### src/rtl/mac_dot_sequencer.sv
// mac_dot_sequencer: operand-side driver for a 3-stage pipelined signed 8x8 MAC.
// Holds two 8-bit operand vectors. On start it clears the MAC, streams one pair
// per cycle, waits for the pipeline to drain and captures the 16-bit dot product.
module mac_dot_sequencer #(
  parameter int DEPTH    = 16,
  parameter int AW       = 4,
  parameter int PIPE_LAT = 3
) (
  input  logic          clk,
  input  logic          reset,
  input  logic          wr_en,
  input  logic [AW-1:0] wr_addr,
  input  logic [7:0]    wr_a,
  input  logic [7:0]    wr_b,
  input  logic          start,
  input  logic [AW:0]   len,
  output logic          busy,
  output logic          done,
  output logic [15:0]   result,
  output logic          mac_reset,
  output logic [7:0]    mac_a,
  output logic [7:0]    mac_b,
  input  logic [15:0]   mac_f
);

  localparam logic [1:0] S_IDLE   = 2'd0;
  localparam logic [1:0] S_CLEAR  = 2'd1;
  localparam logic [1:0] S_STREAM = 2'd2;
  localparam logic [1:0] S_DRAIN  = 2'd3;

  localparam logic [AW:0] DEPTH_L      = (AW+1)'(DEPTH);
  localparam logic [AW:0] ONE_L        = (AW+1)'(1);
  localparam logic [AW:0] DRAIN_LAST_L = (AW+1)'(PIPE_LAT - 1);

  logic [7:0]    vec_a_q [DEPTH];
  logic [7:0]    vec_b_q [DEPTH];

  logic [1:0]    state_q, state_d;
  logic [AW:0]   cnt_q, cnt_d;
  logic [AW:0]   len_q, len_d;
  logic          busy_q, busy_d;
  logic          done_q, done_d;
  logic [15:0]   result_q, result_d;

  logic          wr_ok_s;
  logic [AW:0]   len_sel_s;
  logic [AW-1:0] rd_idx_s;

  // Writes only land while idle and only into entries that exist.
  assign wr_ok_s   = wr_en & ~busy_q & ({1'b0, wr_addr} < DEPTH_L);
  assign len_sel_s = (len > DEPTH_L) ? DEPTH_L : len;
  assign rd_idx_s  = cnt_q[AW-1:0];

  assign busy      = busy_q;
  assign done      = done_q;
  assign result    = result_q;
  // MAC is held cleared during our own reset as well as for the CLEAR cycle.
  assign mac_reset = reset | (state_q == S_CLEAR);

  // Operand storage, deliberately not reset.
  always_ff @(posedge clk) begin
    if (wr_ok_s) begin
      vec_a_q[wr_addr] <= wr_a;
      vec_b_q[wr_addr] <= wr_b;
    end
  end

  // Drive operands only while streaming, zeros otherwise so the MAC adds nothing.
  always_comb begin
    mac_a = 8'h00;
    mac_b = 8'h00;
    if (!reset && (state_q == S_STREAM)) begin
      mac_a = vec_a_q[rd_idx_s];
      mac_b = vec_b_q[rd_idx_s];
    end else begin
      mac_a = 8'h00;
      mac_b = 8'h00;
    end
  end

  // Sequencer next-state: CLEAR -> STREAM (len cycles) -> DRAIN (PIPE_LAT cycles).
  always_comb begin
    state_d  = state_q;
    cnt_d    = cnt_q;
    len_d    = len_q;
    done_d   = 1'b0;
    result_d = result_q;
    case (state_q)
      S_IDLE: begin
        if (start) begin
          len_d   = len_sel_s;
          cnt_d   = '0;
          state_d = S_CLEAR;
        end else begin
          state_d = S_IDLE;
        end
      end
      S_CLEAR: begin
        cnt_d = '0;
        if (len_q != '0) begin
          state_d = S_STREAM;
        end else begin
          state_d = S_DRAIN;
        end
      end
      S_STREAM: begin
        if (cnt_q == (len_q - ONE_L)) begin
          cnt_d   = '0;
          state_d = S_DRAIN;
        end else begin
          cnt_d = cnt_q + ONE_L;
        end
      end
      S_DRAIN: begin
        if (cnt_q == DRAIN_LAST_L) begin
          cnt_d    = '0;
          state_d  = S_IDLE;
          done_d   = 1'b1;
          result_d = mac_f;
        end else begin
          cnt_d = cnt_q + ONE_L;
        end
      end
      default: begin
        cnt_d   = '0;
        state_d = S_IDLE;
      end
    endcase
    busy_d = (state_d != S_IDLE);
  end

  // Sequencer state registers with synchronous reset.
  always_ff @(posedge clk) begin
    if (reset) begin
      state_q  <= S_IDLE;
      cnt_q    <= '0;
      len_q    <= '0;
      busy_q   <= 1'b0;
      done_q   <= 1'b0;
      result_q <= 16'h0000;
    end else begin
      state_q  <= state_d;
      cnt_q    <= cnt_d;
      len_q    <= len_d;
      busy_q   <= busy_d;
      done_q   <= done_d;
      result_q <= result_d;
    end
  end

endmodule

### config.mk
export PLATFORM = sky130hd
export DESIGN_NAME = mac_dot_sequencer
export DESIGN_NICKNAME = d
export VERILOG_FILES = /design/src/rtl/mac_dot_sequencer.sv
export SDC_FILE = /design/constraint.sdc
export NUM_CORES = 1
export LEC_CHECK = 0
export CAP_MARGIN = 40
export CORE_ASPECT_RATIO = 1.1
export CORE_MARGIN = 2
export CORE_UTILIZATION = 55
export DETAILED_ROUTE_END_ITERATION = 8
export GPL_TIMING_DRIVEN = 1
export PLACE_DENSITY = 0.85
export SLEW_MARGIN = 20
export SYNTH_ARGS = -nofsm -noshare
export SYNTH_HDL_FRONTEND = slang
export SYNTH_SLANG_ARGS = --single-unit
### constraint.sdc
create_clock -name clk -period 7.15 [get_ports clk]
set_input_delay 0.715 -clock clk [delete_from_list [all_inputs] [get_ports clk]]
set_output_delay 0.715 -clock clk [all_outputs]
set_load 0.02 [all_outputs]
[Word-level counts from Yosys, hierarchy flattened]
Memory sizes are Yosys's and may differ from the RTL's. A register that Yosys moved wholly into a read port is not among the register bits.
Cells that the tools add are included.
Word-level totals
  register bits: 30
  latch bits: 0
  RAM bits: 256
  bits in read-only memories: 0
  bits of input ports: 45
  output and inout port bits: 35
  word-level logic and storage cells: 48
  memories: 2
Memories
  vec_a_q: words 16, bits a word 8, read ports 1, clocked after Yosys merged registers in 1, write ports 1, RTL line 35  | logic [7:0] vec_a_q [DEPTH];
  vec_b_q: words 16, bits a word 8, read ports 1, clocked after Yosys merged registers in 1, write ports 1, RTL line 36  | logic [7:0] vec_b_q [DEPTH];
Operators by class
  add/subtract/negate cells: 2
  multiply operators: 0
  divide/modulo/power cells: 0
  magnitude comparators: 1
  eq/ne operators: 6
  shifts and indexed selects: 0
  mux-type cells: 19
  bitwise operators: 4
  reduce and logical (&&, ||, !) cells: 8
Operators with widths (number)
  $mux W5: 4
  $pmux W5 S4: 1
  $mux W4: 4
  $mux W8: 2
  $pmux W2 S4: 1
  $add A5 B1 Y5 const B: 1
  $eq A5 B2 Y1 const B: 1
  $eq A5 B5 Y1: 1
  $gt A5 B5 Y1 const B: 1
  $mux W1: 5
  $reduce_bool A5 Y1: 1
  $sub A5 B1 Y5 const B: 1
  $eq A2 B2 Y1 const B: 2
  $mux W2: 2
  $reduce_and A2 Y1: 2
  $eq A2 B1 Y1 const B: 1
  $logic_not A2 Y1: 1
  $ne A2 B2 Y1 const B: 1
  $not A1 Y1: 2
  $reduce_bool A2 Y1: 1
  $reduce_or A2 Y1: 1
  $and A1 B1 Y1: 1
  $logic_and A1 B1 Y1: 1
  $logic_not A1 Y1: 1
  $or A1 B1 Y1: 1

[Depth between registers and ports, before layout]
Gate-level depths: netlist (run 1).
  word-level depth: 6
  depth in mapped cells: 8
  mapped depth without buffers: 7

[Worst setup path after synthesis (run 1)]
Ideal clock, no wire load.
  path kind: input -> register
  start point: input port wr_en
  end point: memory vec_a_q[2][0] (enable)
  library setup time: 0.409 ns
  arrival time: 2.403 ns
  data required time: 6.741 ns
  setup slack: 4.338 ns
  stages: 3
  buffers on the path: 0
  cell sequence: nand2b_1 or3b_2 nor3_1
Between the ends
  cells in the longest elaborated chain, start to end: 3
Ends and longest elaborated chain
  start: declaration: RTL line 11  | input logic wr_en,
  $and A1 B1 Y1: RTL line 50  | assign wr_ok_s = wr_en & ~busy_q & ({1'b0, wr_addr} < DEPTH_L);
  $mux W1: RTL line 62  | if (wr_ok_s) begin
  $mux W1 (not written as such): RTL line 63  | vec_a_q[wr_addr] <= wr_a;
  end: declaration: RTL line 35
No other way between the ends.

==> run metrics, run 1 <==
largest cells by area after synthesis edfxtp_1 68%, mux4_2 16%, dfxtp_1 6.1%, nand2_1 1.4%, a21oi_1 1.0%; post-CTS setup buffers 0; crit-path most repeated cell mux4_2; CP required 6.43 ns; Routed Antenna Nets 0; worst rel slew slack 56.4%; Yosys cell types 38; # resized after CTS 0; Worst-Margin Slew 0.650 ns; Setup TNS 0 ns; M1 GR Usage 28.9%; R2R setup slack 5.00 ns; biggest area consumer among synthesized cells edfxtp_1; # rows 54; grt total ovfl 0; later-pin clock latency in the skew report 0.54 ns; number of max-cap violations 0; Port Buffer Count 79; Yosys top cell area share 68.5%; largest net degree at the start of global routing 65; Post-Synth Adder-Cell Area 0.334%; vias 5865; WS Path Type reg2out; part of the power in registers 50.1%; vias in the first global route 6246; clock sink count 290; 1st-pass router iterations 5; sequential element share of the synthesized area 74.5%; commonest non-fill, non-tap cell in the layout edfxtp_1; slowest cell delay on critical path 0.61 ns; skew final 0.0120 ns; simple-gate portion of the synthesized area 4.85%; met2 Resource Use GR 40.1%; Switching Fraction 19.7%; Comb pwr share 5.6%; XOR/XNOR Fraction of Synth Area 0.546%; CTS buffer count 28; Async SR Flop Fraction 0%; Max Clk Rate 0.240 GHz; largest family of logic cells by synthesized area multiplexers; Post-synth EDFFs 256; crit-path cells buf_4, mux4_2, mux4_2, nor2b_1, clkdlybuf4s50_1; r2r endpoint busy; drt total wl 24500 um; endpoints failing setup 0; Hold Path Depth 2; share of total power in the clock network 44.3%; Cells after Synth 565; Layout area overhead 20.1%; Avg WL per Cell 26.0 um; worst-path maximum fanout 26; first-pass GRT wire length 37000 um; RR Startpoint cnt_q[1]; Core ar. 0.0199 mm^2; dpl hpwl 13600 um; Post-Syn Area 0.0112 mm^2; leakage 4.20 nW; Peak supply drop 0.000177 V; placed instance area 0.0124 mm^2; Worst path slowest cell dfxtp_4; Slew Viols, Final 0; startpoint class of the critical path flip-flop; GRT Util Overall 23.1%; Power Density 279 mW/mm^2; CTS tree built; Ys Warns 0; Iter 0 DRT Violations 548; hold_buf cts 0; worst min path class reg2reg; Die W 140 um; crit share post-route 58.3%; H-tree depth 1; Worst EP arrival 3.46 ns; Hold WS 0.462 ns; Hold Violations, Final 0; post-route minimum period 4.17 ns; Max clock buf depth 3; Nets 717; Initial Util 56.3%; clk root buf clkbuf_16; drt via density 6.21; Register-to-Register Path Depth 6; die height 154 um; initial antenna violation count 2; share of cells above drive strength 1 22.9%; busiest grt layer met2; syn_nets 613; ys flop type edfxtp_1; status completed; RSZ-0062 raised after global routing no; mux contribution to synthesized area 16.0%; die area 0.0216 mm^2; #FFs+latches synth 290; sw power 0.742 mW; clk slew on worst S/H paths 0.06 ns; area fraction in compound gates after synthesis 1.99%; Worst Setup EP mac_b[5]; most frequent cells in the layout 256 x edfxtp_1, 80 x mux4_2, 79 x clkdlybuf4s50_1; Synth Area per Inst 19.9 um^2; Worst setup EP type primary output; P_int 3.02 mW; RD Place Congestion 0.821; grt met3 use 4.92%; Residual DRC 0; cell area after layout 0.0135 mm^2; Top Ports 80
final cells by class:
| type | count | area [um^2] |
|---|---|---|
| flip-flops and latches | 290 | 8370 |
| fillers | 1195 | 6450 |
| clock buffers | 32 | 757 |
| well taps | 252 | 315 |
| repair buffers | 103 | 1020 |
| multi-input cells | 240 | 2690 |
| diodes | 1 | 2.50 |
| clock inverters | 20 | 300 |
| inverters | 6 | 22.5 |
cells by family after synthesis:
logic type,after synthesis
xor+xnor,7
buf+inv,35
simple gates,113
fa+ha+maj,3
mux,80
flops,290
compound gates,37
state kept, by name, indices dropped and copies added, names as in the netlist, named ones only:
name,cells
vec_a_q,128
vec_b_q,128
result,16
cnt_q,5
len_q,5
state_q,2
busy,1
done,1
worst max-delay path: cells and delay by family, from the launching register on:
kind | cells | cell delay [ns]
DFF | 1 | 0.61
muxes | 2 | 1.08
and+or+nand+nor | 1 | 0.14
buffers and inverters | 2 | 1.05
cell usage after synthesis (3+ instances only):
cell type and n:
nor2_1 23, nand3_1 5, nor3_1 8, clkbuf_1 11, nor3b_1 4, buf_1 6
nand2b_1 3, mux4_2 80, a21oi_1 23, nor2b_1 16, nand2_1 41, ha_1 3
xor2_1 3, or3_1 5, xnor2_1 4, a211oi_1 3, buf_6 7, inv_1 6
edfxtp_1 256, buf_2 4, dfxtp_1 34
how the worst min path moves through the flow:
stage / start / endpoint / slack (ns)
after floorplan: len_q[4] / len_q[4] / 0.46
after global placement: result[7] / result[7] / 0.44
after detailed placement: result[14] / result[14] / 0.45
after CTS: result[14] / result[14] / 0.46
after global routing: result[14] / result[14] / 0.48
final: result[14] / result[14] / 0.46
metal layers:
layer / vias up / part of all wire (%)
li1: 2497 / -
met1: 2980 / 37
met2: 328 / 52
met3: 60 / 7.8
met4: 0 / 3.3
met5: - / 0
through the flow:
stage | utilization (%) | worst slack [ns] | power [mW] | instances
after global placement | 61.9 | 3.20 | 2.11 | 887
after global routing | 67.6 | 2.80 | 3.86 | 943
after detailed placement | 62.1 | 3.18 | 2.13 | 889
after CTS | 67.4 | 2.58 | 3.78 | 941
after floorplan | - | 4.34 | 2.04 | 565
final | 67.6 | 2.98 | 3.76 | 944
power groups by stage:
stage / Clock (mW) / Sequential, mW / Combinational [mW]
6_report: 1.67 / 1.88 / 0.209
4_1_cts: 1.69 / 1.89 / 0.201
3_3_place_gp: 0 / 1.93 / 0.188
2_1_floorplan: 0 / 1.91 / 0.136
5_1_grt: 1.75 / 1.89 / 0.223
3_5_place_dp: 0 / 1.93 / 0.198
(Power assumes the default switching activity.)
==> run 2: changes to the inputs <==
==> constraint.sdc (replaced) <==
create_clock -name clk -period 4.1 [get_ports clk]
set_input_delay 0.41 -clock clk [delete_from_list [all_inputs] [get_ports clk]]
set_output_delay 0.41 -clock clk [all_outputs]
set_load 0.02 [all_outputs]
==> run 2 against run 1 <==
Via count is 0.34% lower. Non-clock buffer count is 1 higher. Global-route usage fell by 0.18 points. Clock power is 59% higher. Worst setup slack worse by 2.5 ns. Core utilization decreased by 0.52 points. First-iteration DRC count down 2.0%. Register-to-register slack got worse by 3.1 ns. Final cell count unchanged. Flip-flop and latch count unchanged. Critical path depth is the same. Sequential power increased by 75%. Largest power group unchanged. Highest routed layer unchanged.
==> run metrics, run 2 (synthesis results as in run 1) <==
status completed (unchanged); # diodes 0 (was 1); part of the power in registers 52.0% (was 50.1%); grt met3 use 4.39% (was 4.92%); M1 GR Usage 30.4% (was 28.9%); H-tree depth 1 (unchanged); Nets 718 (was 717); crit share post-route 89.2%; drt via density 6.19 (was 6.21); Port Buffer Count 79 (unchanged); die area 0.0216 mm^2 (unchanged); Comb pwr share 5.8% (was 5.6%); post-CTS setup buffers 0 (unchanged); Max clock buf depth 3 (unchanged); later-pin clock latency in the skew report 0.54 ns (about the same); Iter 0 DRT Violations 537 (was 548); commonest non-fill, non-tap cell in the layout edfxtp_1 (unchanged); largest net degree at the start of global routing 49 (was 65); Hold WS 0.427 ns (was 0.462 ns); sw power 1.27 mW (was 0.742 mW); Die W 140 um (unchanged); pre-CTS setup slack 0.967 ns (was 3.18 ns); post-route minimum period 3.66 ns; total power 6.32 mW (was 3.76 mW); clk root buf clkbuf_16 (unchanged); RD Place Congestion 0.752 (was 0.821); 1st-pass router iterations 5 (unchanged); skew final 0.00973 ns (was 0.0120 ns); initial antenna violation count 0 (was 2); R2R setup slack 1.95 ns (was 5.00 ns); placed instance area 0.0124 mm^2 (about the same); final setup margin 0.442 ns (was 2.98 ns); Initial Util 56.3% (unchanged); number of max-cap violations 0 (unchanged); worst-path maximum fanout 20 (was 26); Core ar. 0.0199 mm^2 (unchanged); Worst EP arrival 3.25 ns (was 3.46 ns); startpoint class of the critical path flip-flop (unchanged); WS Path Type reg2out (unchanged); Avg WL per Cell 25.9 um (was 26.0 um); CTS buffer count 28 (unchanged); vias 5845 (was 5865); vias in the first global route 5965 (was 6246); share of total power in the clock network 42.1% (was 44.3%); endpoints failing setup 0 (unchanged); # resized after CTS 0 (unchanged); Top Ports 80 (unchanged); drt total wl 24400 um (was 24500 um); final cell count without fillers 944 (unchanged); Cells after DPL 892 (was 889); Max Clk Rate 0.273 GHz; Routed Antenna Nets 0 (unchanged); Layout area overhead 19.2% (was 20.1%); dpl hpwl 13500 um (was 13600 um); Worst-Margin Slew 0.739 ns (was 0.650 ns); clk slew on worst S/H paths 0.07 ns (was 0.06 ns); CP required 3.69 ns (was 6.43 ns); GRT Util Overall 23.0% (was 23.1%); most frequent cells in the layout 256 x edfxtp_1, 80 x mux4_2, 79 x clkdlybuf4s50_1 (unchanged); busiest grt layer met2 (unchanged); grt total ovfl 0 (unchanged); CTS tree built (unchanged); die height 154 um (unchanged); cell area after layout 0.0134 mm^2 (was 0.0135 mm^2); Worst setup EP type primary output (unchanged); # rows 54 (unchanged); Hold Violations, Final 0 (unchanged); Switching Fraction 20.1% (was 19.7%); Setup TNS 0 ns (unchanged); hold_buf cts 0 (unchanged); P_int 5.05 mW (was 3.02 mW); Slew Viols, Final 0 (unchanged); share of cells above drive strength 1 22.3% (was 22.9%); worst min path class in2reg (was reg2reg); worst rel slew slack 50.4% (was 56.4%); Residual DRC 0 (unchanged); clock sink count 290 (unchanged); Peak supply drop 0.000338 V (was 0.000177 V); Power Density 472 mW/mm^2 (was 279 mW/mm^2); met2 Resource Use GR 39.0% (was 40.1%); RSZ-0062 raised after global routing no (unchanged); leakage 4.15 nW (was 4.20 nW); end-of-flow core utilization 67.1% (was 67.6%); first-pass GRT wire length 36500 um (was 37000 um)
## run 2: metal layers
metal / vias up / part of all wire [%]
li1: 2492 / -
met1: 2999 / 37
met2: 295 / 51
met3: 59 / 8.2
met4: 0 / 3.0
met5: - / 0
## run 2: path summary, 6_finish.rpt
| check | endpoint | cells after the start | from |
|---|---|---|---|
| worst max register to register | busy | 6 | cnt_q[1] |
| worst min-delay path | result[10] | 3 | mac_f[10] |
| worst max-delay path | mac_b[1] | 5 | flip-flop |
| worst min register to register | result[11] | 2 | result[11] |
## run 2: cell type report
type	count	area, um^2
repair buffers	104	1020
clock buffers	39	793
inverters	6	22.5
clock inverters	13	168
fillers	1163	6550
well taps	252	315
multi-input cells	240	2690
flip-flops and latches	290	8370
## run 2: critical path: stages (launching register included)
cell and delay (ns):
dfxtp_4 0.61, buf_4 0.36, mux4_2 0.54, mux4_2 0.48
nor2b_1 0.15, clkdlybuf4s50_1 0.55
## run 2: power by group through the flow
stage | clock network, mW | registers [mW] | logic (mW)
final | 2.66 | 3.29 | 0.368
after floorplan | 0 | 3.33 | 0.237
after detailed placement | 0 | 3.35 | 0.365
after CTS | 2.70 | 3.29 | 0.370
after global placement | 0 | 3.34 | 0.347
after global routing | 2.81 | 3.29 | 0.394
==> run 3: changes to the inputs <==
--- a/config.mk
+++ b/config.mk
@@ -10,8 +10,9 @@
 export CORE_MARGIN = 2
 export CORE_UTILIZATION = 55
 export DETAILED_ROUTE_END_ITERATION = 8
+export GPL_ROUTABILITY_DRIVEN = 0
 export GPL_TIMING_DRIVEN = 1
-export PLACE_DENSITY = 0.85
+export PLACE_DENSITY = 0.75
 export SLEW_MARGIN = 20
 export SYNTH_ARGS = -nofsm -noshare
 export SYNTH_HDL_FRONTEND = slang
==> run 3 against run 2 <==
Final area fell by 0.51%. Maximum frequency rose by 2.4%. Worst setup slack improved by 0.087 ns. Sequential share of layout area rose by 0.32 points. Clock skew rose by 0.0078 ns. First-iteration DRC count fell by 13%. Register-to-register slack improved by 0.07 ns. Via count fell by 2.7%. Flip-flop and latch count did not move. Core utilization fell by 0.35 points.
==> run metrics, run 3 (synthesis results as in run 1) <==
status completed (unchanged); total power 6.08 mW (was 6.32 mW); Nets 717 (was 718); Fillers 1257 (was 1163); leakage 4.12 nW (was 4.15 nW); Routed Antenna Nets 0 (unchanged); GRT Util Overall 22.1% (was 23.0%); Max Clk Rate 0.280 GHz (was 0.273 GHz); Worst path slowest cell dfxtp_4 (unchanged); startpoint class of the critical path flip-flop (unchanged); vias in the first global route 6068 (was 5965); initial antenna violation count 1 (was 0); largest net degree at the start of global routing 65 (was 49); RSZ-0062 raised after global routing no (unchanged); busiest grt layer met2 (unchanged); die area 0.0216 mm^2 (unchanged); # resized after CTS 0 (unchanged); most frequent cells in the layout 256 x edfxtp_1, 80 x mux4_2, 79 x clkdlybuf4s50_1 (unchanged); Worst-Margin Slew 0.647 ns (was 0.739 ns); Die W 140 um (unchanged); Cells after DPL 890 (was 892); grt met3 use 3.61% (was 4.39%); drt via density 6.03 (was 6.19); Port Buffer Count 79 (unchanged); Hold WS 0.423 ns (was 0.427 ns); grt total ovfl 0 (unchanged); RR Startpoint cnt_q[1] (unchanged); clock sink count 290 (unchanged); met2 Resource Use GR 38.0% (was 39.0%); Worst Setup EP mac_b[3] (was mac_b[1]); # rows 54 (unchanged); Layout area overhead 18.6% (was 19.2%); worst-path maximum fanout 28 (was 20); vias 5688 (was 5845); Max clock buf depth 3 (unchanged); r2r endpoint busy (unchanged); final cell count without fillers 944 (unchanged); Initial Util 56.3% (unchanged); die height 154 um (unchanged); Residual DRC 0 (unchanged); number of max-cap violations 0 (unchanged); commonest non-fill, non-tap cell in the layout edfxtp_1 (unchanged); CTS tree built (unchanged); skew final 0.0175 ns (was 0.00973 ns); Slew Viols, Final 0 (unchanged); Worst setup EP type primary output (unchanged); CP required 3.69 ns (about the same); H-tree depth 1 (unchanged); Peak supply drop 0.000344 V (was 0.000338 V); share of cells above drive strength 1 22.6% (was 22.3%); endpoints failing setup 0 (unchanged); Hold Violations, Final 0 (unchanged); Iter 0 DRT Violations 466 (was 537); hold_buf cts 0 (unchanged); crit share post-route 87.1% (was 89.2%); post-route minimum period 3.57 ns (was 3.66 ns); Register-to-Register Path Depth 6 (unchanged); worst min path class in2reg (unchanged); Power Density 457 mW/mm^2 (was 472 mW/mm^2); R2R setup slack 2.02 ns (was 1.95 ns); post-CTS setup buffers 0 (unchanged); end-of-flow core utilization 66.8% (was 67.1%); Core ar. 0.0199 mm^2 (unchanged); crit-path most repeated cell mux4_2 (unchanged); clk slew on worst S/H paths 0.06 ns (was 0.07 ns); 1st-pass router iterations 4 (was 5); M1 GR Usage 29.8% (was 30.4%); dpl hpwl 12800 um (was 13500 um); clk root buf clkbuf_16 (unchanged); Top Ports 80 (unchanged); CTS buffer count 29 (was 28); crit-path cells buf_12, mux4_2, mux4_2, nor2b_1, clkdlybuf4s50_1 (was buf_4, mux4_2, mux4_2, nor2b_1, clkdlybuf4s50_1); Setup TNS 0 ns (unchanged); Worst EP arrival 3.16 ns (was 3.25 ns); first-pass GRT wire length 35400 um (was 36500 um); drt total wl 23200 um (was 24400 um); slowest cell delay on critical path 0.58 ns (was 0.61 ns); WS Path Type reg2out (unchanged); later-pin clock latency in the skew report 0.54 ns (about the same); worst rel slew slack 56.5% (was 50.4%); Avg WL per Cell 24.6 um (was 25.9 um)
==> run 3: cell count changes in the layout (fill, tap and decap cells not counted), moves of 2 or more <==
cell / delta
buf_4: -2
buf_8: -2
bufinv_16: -4
clkbuf_1: -3
clkbuf_8: +2
clkinv_2: +6
clkinv_4: +2
inv_6: -2
==> run 3: where the power goes <==
| group | switching (mW) | internal, mW | total, mW |
|---|---|---|---|
| sequential | 0.0307 | 3.25 | 3.28 |
| clock | 1.05 | 1.38 | 2.43 |
| combinational | 0.177 | 0.191 | 0.368 |
==> run 3: through the flow <==
stage,setup slack [ns],cell area [um^2]
2_1_floorplan,1.52,11200
3_3_place_gp,1.01,12400
3_5_place_dp,1.05,12400
4_1_cts,0.474,13300
5_1_grt,0.370,13300
6_report,0.529,13300
==> run 3: area by class of cell <==
type	count	area, um^2	share of cell area, %
Antenna cell	1	2.50	0.0188
Clock buffer	38	810	6.08
Clock inverter	15	77.6	0.583
Inverter	6	22.5	0.169
Multi-Input combinational cell	240	2690	20.2
Sequential cell	290	8370	62.9
Tap cell	252	315	2.37
Timing Repair Buffer	102	1020	7.67
==> run 3: routing by layer <==
layer | part of all wire, % | routed length, um
met2 | 52 | 12100
met1 | 39 | 9170
met4 | 2.1 | 482
met3 | 6.5 | 1510
met5 | 0 | 0
==> run 3: how the worst min path moves through the flow <==
stage,slack [ns],endpoint,from,cells past startpoint
floorplan,0.46,len_q[4],len_q[4],2
global placement,0.44,result[6],result[6],2
detailed placement,0.45,result[4],result[4],2
CTS,0.40,result[15],mac_f[15],3
global route,0.43,result[8],mac_f[8],3
finish,0.42,result[15],mac_f[15],3
==> run 3: worst max-delay path: cells and delay by family (launching register included) <==
family | cells | cell delay [ns]
buffers and inverters | 2 | 0.85
flip-flops | 1 | 0.58
multiplexers | 2 | 1.02
AND/OR/NAND/NOR | 1 | 0.14
